File: config.mk
export PLATFORM = sky130hd
export DESIGN_NAME = prio_code_decoder
export DESIGN_NICKNAME = d
export VERILOG_FILES = /design/src/rtl/prio_code_pkg.sv /design/src/rtl/code2onehot.sv /design/src/rtl/prio_code_decoder.sv
export SDC_FILE = /design/constraint.sdc
export NUM_CORES = 1
export LEC_CHECK = 0
export ABC_CLOCK_PERIOD_IN_PS = 1600
export BUFFER_PORTS_ARGS = -buffer_cell sky130_fd_sc_hd__buf_2
export CORE_ASPECT_RATIO = 1.25
export CORE_MARGIN = 4
export CORE_UTILIZATION = 46
export CTS_CLUSTER_SIZE = 20
export DETAILED_ROUTE_END_ITERATION = 12
export PLACE_DENSITY_LB_ADDON = 0.1
export SYNTH_ARGS = -nofsm -noshare
export SYNTH_HDL_FRONTEND = slang
export SYNTH_SLANG_ARGS = --single-unit
File: constraint.sdc
create_clock -name clk -period 1.6 [get_ports clk]
set_input_delay 0.24 -clock clk [delete_from_list [all_inputs] [get_ports clk]]
set_output_delay 0.24 -clock clk [all_outputs]
set_load 0.01 [all_outputs]
File: src/rtl/prio_code_pkg.sv
// Shared definitions for the priority-code decoder: default code width,
// occupancy state encoding and the code-width to word-width helper.
package prio_code_pkg;

   localparam int DEF_W = 2;

   typedef enum logic [1:0] {
      EMPTY = 2'd0,
      ONE   = 2'd1,
      TWO   = 2'd2
   } occ_t;

   function automatic int n_from_w(input int w);
      return 1 << w;
   endfunction

endpackage

File: src/rtl/code2onehot.sv
// Combinational W->N decoder; a set none flag forces an all-zero word.
module code2onehot
   import prio_code_pkg::*;
#(
   parameter int W = DEF_W,
   parameter int N = n_from_w(DEF_W)
) (
   input  logic [W-1:0] code,
   input  logic         none,
   output logic [N-1:0] word
);

   always_comb begin
      word = '0;
      if (!none) begin
         word[code] = 1'b1;
      end
   end

endmodule

File: src/rtl/prio_code_decoder.sv
// Decodes an index/none pair into a one-hot word behind a two-entry skid
// buffer with ready/valid on both sides, plus a saturating none counter.
module prio_code_decoder
   import prio_code_pkg::*;
#(
   parameter int W     = DEF_W,
   parameter int CNT_W = 8
) (
   input  logic                      clk,
   input  logic                      rst,
   input  logic                      in_valid,
   output logic                      in_ready,
   input  logic [W-1:0]              in_code,
   input  logic                      in_none,
   output logic                      out_valid,
   input  logic                      out_ready,
   output logic [n_from_w(W)-1:0]    out_onehot,
   output logic [CNT_W-1:0]          none_cnt
);

   localparam int N = n_from_w(W);

   function automatic logic [CNT_W-1:0] sat_inc(input logic [CNT_W-1:0] v);
      return (&v) ? v : v + CNT_W'(1);
   endfunction

   occ_t           state;
   logic [N-1:0]   word_p0;
   logic [N-1:0]   head_p1;
   logic [N-1:0]   skid_p1;
   logic           in_xfer;
   logic           out_xfer;

   code2onehot #(
      .W (W),
      .N (N)
   ) u_dec (
      .code (in_code),
      .none (in_none),
      .word (word_p0)
   );

   // in_ready depends only on registered occupancy (and rst), never on out_ready.
   assign in_ready   = !rst && (state != TWO);
   assign out_valid  = (state != EMPTY);
   assign out_onehot = out_valid ? head_p1 : '0;
   assign in_xfer    = in_valid && in_ready;
   assign out_xfer   = out_valid && out_ready;

   // ---- p0 -> p1: decoded word enters head or skid entry ----
   always_ff @(posedge clk) begin
      if (rst) begin
         state    <= EMPTY;
         head_p1  <= '0;
         skid_p1  <= '0;
         none_cnt <= '0;
      end else begin
         unique case (state)
            EMPTY: begin
               if (in_xfer) begin
                  head_p1 <= word_p0;
                  state   <= ONE;
               end
            end
            ONE: begin
               if (in_xfer && out_xfer) begin
                  head_p1 <= word_p0;
               end else if (in_xfer) begin
                  skid_p1 <= word_p0;
                  state   <= TWO;
               end else if (out_xfer) begin
                  state   <= EMPTY;
               end
            end
            TWO: begin
               if (out_xfer) begin
                  head_p1 <= skid_p1;
                  state   <= ONE;
               end
            end
            default: state <= EMPTY;
         endcase

         if (in_xfer && in_none) begin
            none_cnt <= sat_inc(none_cnt);
         end
      end
   end

endmodule

==> results list <==
- HPWL after detailed placement: between 1500 and 2000 um
- The tree is rooted in a clkbuf_4.
- Part of the power in the clock network: roughly a third
- Final worst-path setup slack: around 0.017 ns
- For this run, the leading register cell type out of synthesis is dfxtp_1.
- Synth Area per Inst: 8.893 um^2
* Min-delay src: out_ready
- Clock tree from TritonCTS: built
* Number of diodes added for antenna fixing: 0
- Power density over the cells: 752.1 nW/um^2
- Pre-antenna DRT Iters: 4
- Met1 WL: 907 um
- Routability-driven placement finished with a final weighted congestion of 0.8171.
- Critical path startpoint category: flop
- Commonest cells in the synthesized netlist: 18 x dfxtp_1, 12 x nor2_1, 8 x a21oi_1, 8 x mux2i_1, 7 x nor2b_1
- Wire length per cell: 14.01 um
* Net switching fraction of the power: 25.31%
- The finished cells cover 1165 um^2.
- Maximum cell stage delay along the critical path: between 0.5 and 0.6 ns
- After synthesis the cells add up to 907.1 um^2.
- Gate count after technology mapping: 102
* Cell repeated most along the worst path: or4_4
* Slowest stage cell, crit path: or4_4
- Number of nets still failing antenna checks after routing: 0
* Portion of total power attributed to combinational logic: 13.2%
- Insertion delay of the later-clocked pin in the worst-skew pair: approximately 0.29 ns
* Synth area leader: dfxtp_1
- Layout Cells excl Fill: ~150
- The number of global-route vias before repair came to between 700 and 800.
- Number of design rule violations left after detail routing: 0
- Setup repair after global routing could not meet its margin everywhere.
- At the worst endpoint, the required time is around 1.8 ns.
- Final cycle utilization of the critical path: slightly below 100%
* Buffer and inverter count on the worst path: 0
- Summing all placed instances gives a cell area of 1090 um^2.
- The path class of the tightest hold or removal check is primary input to flop.
- Synth Register Bits: 18
- By startpoint and endpoint, the worst setup path is classified as flop to flop.
- The worst register-to-register path begins at none_cnt[1]$_SDFFE_PP0P_.
- The final layout contains 142 nets.
- Wire segments on met2 add up to 1133 um in the final route.
* Worst Skew: ~0.0048 ns
- The number of cells on the worst reg-to-reg path is 4.
- Number of synthesis warnings: 0
* Number of buffers created by CTS: 3
- Pin count of the biggest net entering global routing: 14
* Port Buffer Count: 20
- Shortest period the worst path allows: 1.583 ns
- Die span in y: 57.65 um
- Proportion of layout cells with a drive suffix above 1: 36.84%
- The first global-routing pass estimated 3208 um of wire.
* Clock Path Buffers: 2
- Run status: complete, no violations
* Total global-route track usage: 15.73%
- For this run, asynchronously set or reset flops after synthesis account for 0%.
- The analysis attributes to cell leakage a power of 0.0004867 uW.
- Leading cell types by total area after synthesis: dfxtp_1 40%, mux2i_1 8.8%, nor2_1 5.0%, nor2b_1 4.8%, a21oi_1 4.4%
- Antenna violations before repair: 0
* Total internal power: about 650 uW
- Routed met3 length: 71 um
- Area share of the leading cell type in the synthesized netlist: 39.72%
* Number of placed cells counting well taps: 146
* Power share of the sequential group: a little over half
- In this run, distinct cell masters in the synthesized netlist total 30.
- Fillers: 176
- Headroom to the max-slew limit came out at between 70% and 80%.
- Clock transition at path regs: approximately 0.11 ns
- Routed wire length: about 2100 um
- Summing the sequential cell areas from Yosys gives about two fifths of the chip area.
* End point of the worst hold path: state[1]$_SDFFE_PP0P_
* Crit path cell chain: nand2_1 -> or4_4 -> or4_4 -> a21oi_2
- The final count of pins violating max slew was 0.
- The region available for standard cell placement spans roughly 1800 um^2.
- The tool flagged a number of max-cap violations equal to 0.
- IR analysis of the VDD net gives a maximum drop of 0.0004803 V.
- Hold Slack: between 0.15 and 0.2 ns
* Setup slack after placement: -0.01062 ns
- Max Fanout on Critical Path: 6
* Slew at the pin closest to its max-slew limit: between 0.3 and 0.4 ns
* Number of vias after detailed routing: 883
* Synthesis-to-layout area growth: 28.41%
* Detailed Route Iter0 Violations: 18
* Reported net switching power: 221.7 uW
- Number of synthesized flops with an enable pin: 0
- Final design utilization: 63.68%
- Worst setup slack for register-to-register paths: around 0.017 ns
- In this run the horizontal extent of the chip is 47.72 um.
- For this run the aggregate overflow at the end of global routing stands at 0.
- For the worst setup path, the data arrival time is 1.82 ns.
* Number of vias per cell after detailed routing: 5.809
* Endpoint kind of the worst setup timing path: flop
- Effective utilization at floorplan: just under 50%
* Depth of the CTS H-tree: 1
- The final hold violation count came to 0.
- Along the worst hold path, the cell count comes to 2.
- Post-CTS Hold Fix Bufs: 0
- Number of ports placed on the die boundary: 21
- Final number of setup-violating endpoints: 0
- Signal routing reaches up to met4.
* Reg2Reg Capture Point: none_cnt[5]$_SDFFE_PP0P_
- Among cell families on the critical path, the largest total delay comes from simple AND/OR/NAND/NOR gates.
- Clock sink count: 18
- Net count after synthesis: between 100 and 150
- FMAX: 0.6317 GHz
* Top-count cell post-synth: dfxtp_1
- The die covers ~2800 um^2.
- Row generation in the floorplan step produced 17 rows.
what timing repair did:
action,in CTS,in global routing
setup endpoints to repair,4,6
gates resized for setup,3,5
hold endpoints to repair,0,0
buffers inserted,0,2
pin swaps,1,1
layout by cell type, fill, tap and decap left out, types with 2 or more instances in the layout:
cell,n
o311ai_0,2
inv_1,4
o41ai_1,3
or3_1,4
nor3b_1,3
buf_4,11
a21oi_1,7
nor3_1,2
nand3_1,2
nor2_1,12
o21ai_0,3
nand2_1,3
nor2b_1,6
dfxtp_1,14
dfxtp_2,3
or4_4,2
o31ai_1,2
buf_2,20
a211oi_1,4
mux2i_1,8
clkbuf_4,3
per-stage QoR:
stage,power [uW],TNS (ns)
2_1_floorplan,549.4,-0.2348
5_1_grt,919.0,-0.04719
3_3_place_gp,591.3,0
4_1_cts,881.0,0
3_5_place_dp,595.2,-0.01062
6_report,876.1,0
cells by family after synthesis:
| group | synth area share [%] |
|---|---|
| buf+inv | 4.137 |
| mux | 8.828 |
| flops | 39.72 |
| fa+ha+maj | 1.379 |
| compound gates | 18.90 |
| simple gates | 27.04 |
worst max-delay path by stage:
stage | startpoint | endpoint | slack, ns | cells past startpoint
final | none_cnt[1]$_SDFFE_PP0P_ | none_cnt[5]$_SDFFE_PP0P_ | 0.02 | 4
after global routing | none_cnt[1]$_SDFFE_PP0P_ | none_cnt[2]$_SDFFE_PP0P_ | -0.02 | 4
after CTS | none_cnt[0]$_SDFFE_PP0P_ | none_cnt[2]$_SDFFE_PP0P_ | 0.005 | 4
after detailed placement | none_cnt[0]$_SDFFE_PP0P_ | none_cnt[2]$_SDFFE_PP0P_ | -0.01 | 4
after global placement | state[0]$_SDFFE_PP0P_ | none_cnt[5]$_SDFFE_PP0P_ | 0.02 | 4
after floorplan | state[1]$_SDFFE_PP0P_ | none_cnt[5]$_SDFFE_PP0P_ | -0.1 | 5
routing by layer:
metal  GRT usage (%)  up-vias
met3           2.795        2
met2           28.36       13
li1                -      448
met5               0        -
met4           4.615        0
met1           17.82      420
power groups by stage:
stage / Clock [uW] / Sequential, uW / Combinational, uW
CTS: 296 / 473 / 113
detailed placement: 0 / 483 / 112
global placement: 0 / 482 / 109
global route: 316 / 475 / 128
floorplan: 0 / 482 / 67.0
finish: 288 / 472 / 115
state kept, by name, indices dropped and copies added, names as in the netlist:
signal / flops
state: 2
head_p1: 4
none_cnt: 8
skid_p1: 4
cell type report:
cell class	count	area, um^2	share of cell area [%]
Inverter	4	15.01	1.289
Timing Repair Buffer	31	182.7	15.68
Tap cell	19	23.77	2.041
Clock buffer	4	36.28	3.115
Sequential cell	18	367.9	31.58
Multi-Input combinational cell	76	539.3	46.29
Power figures use the tool's default switching activity.
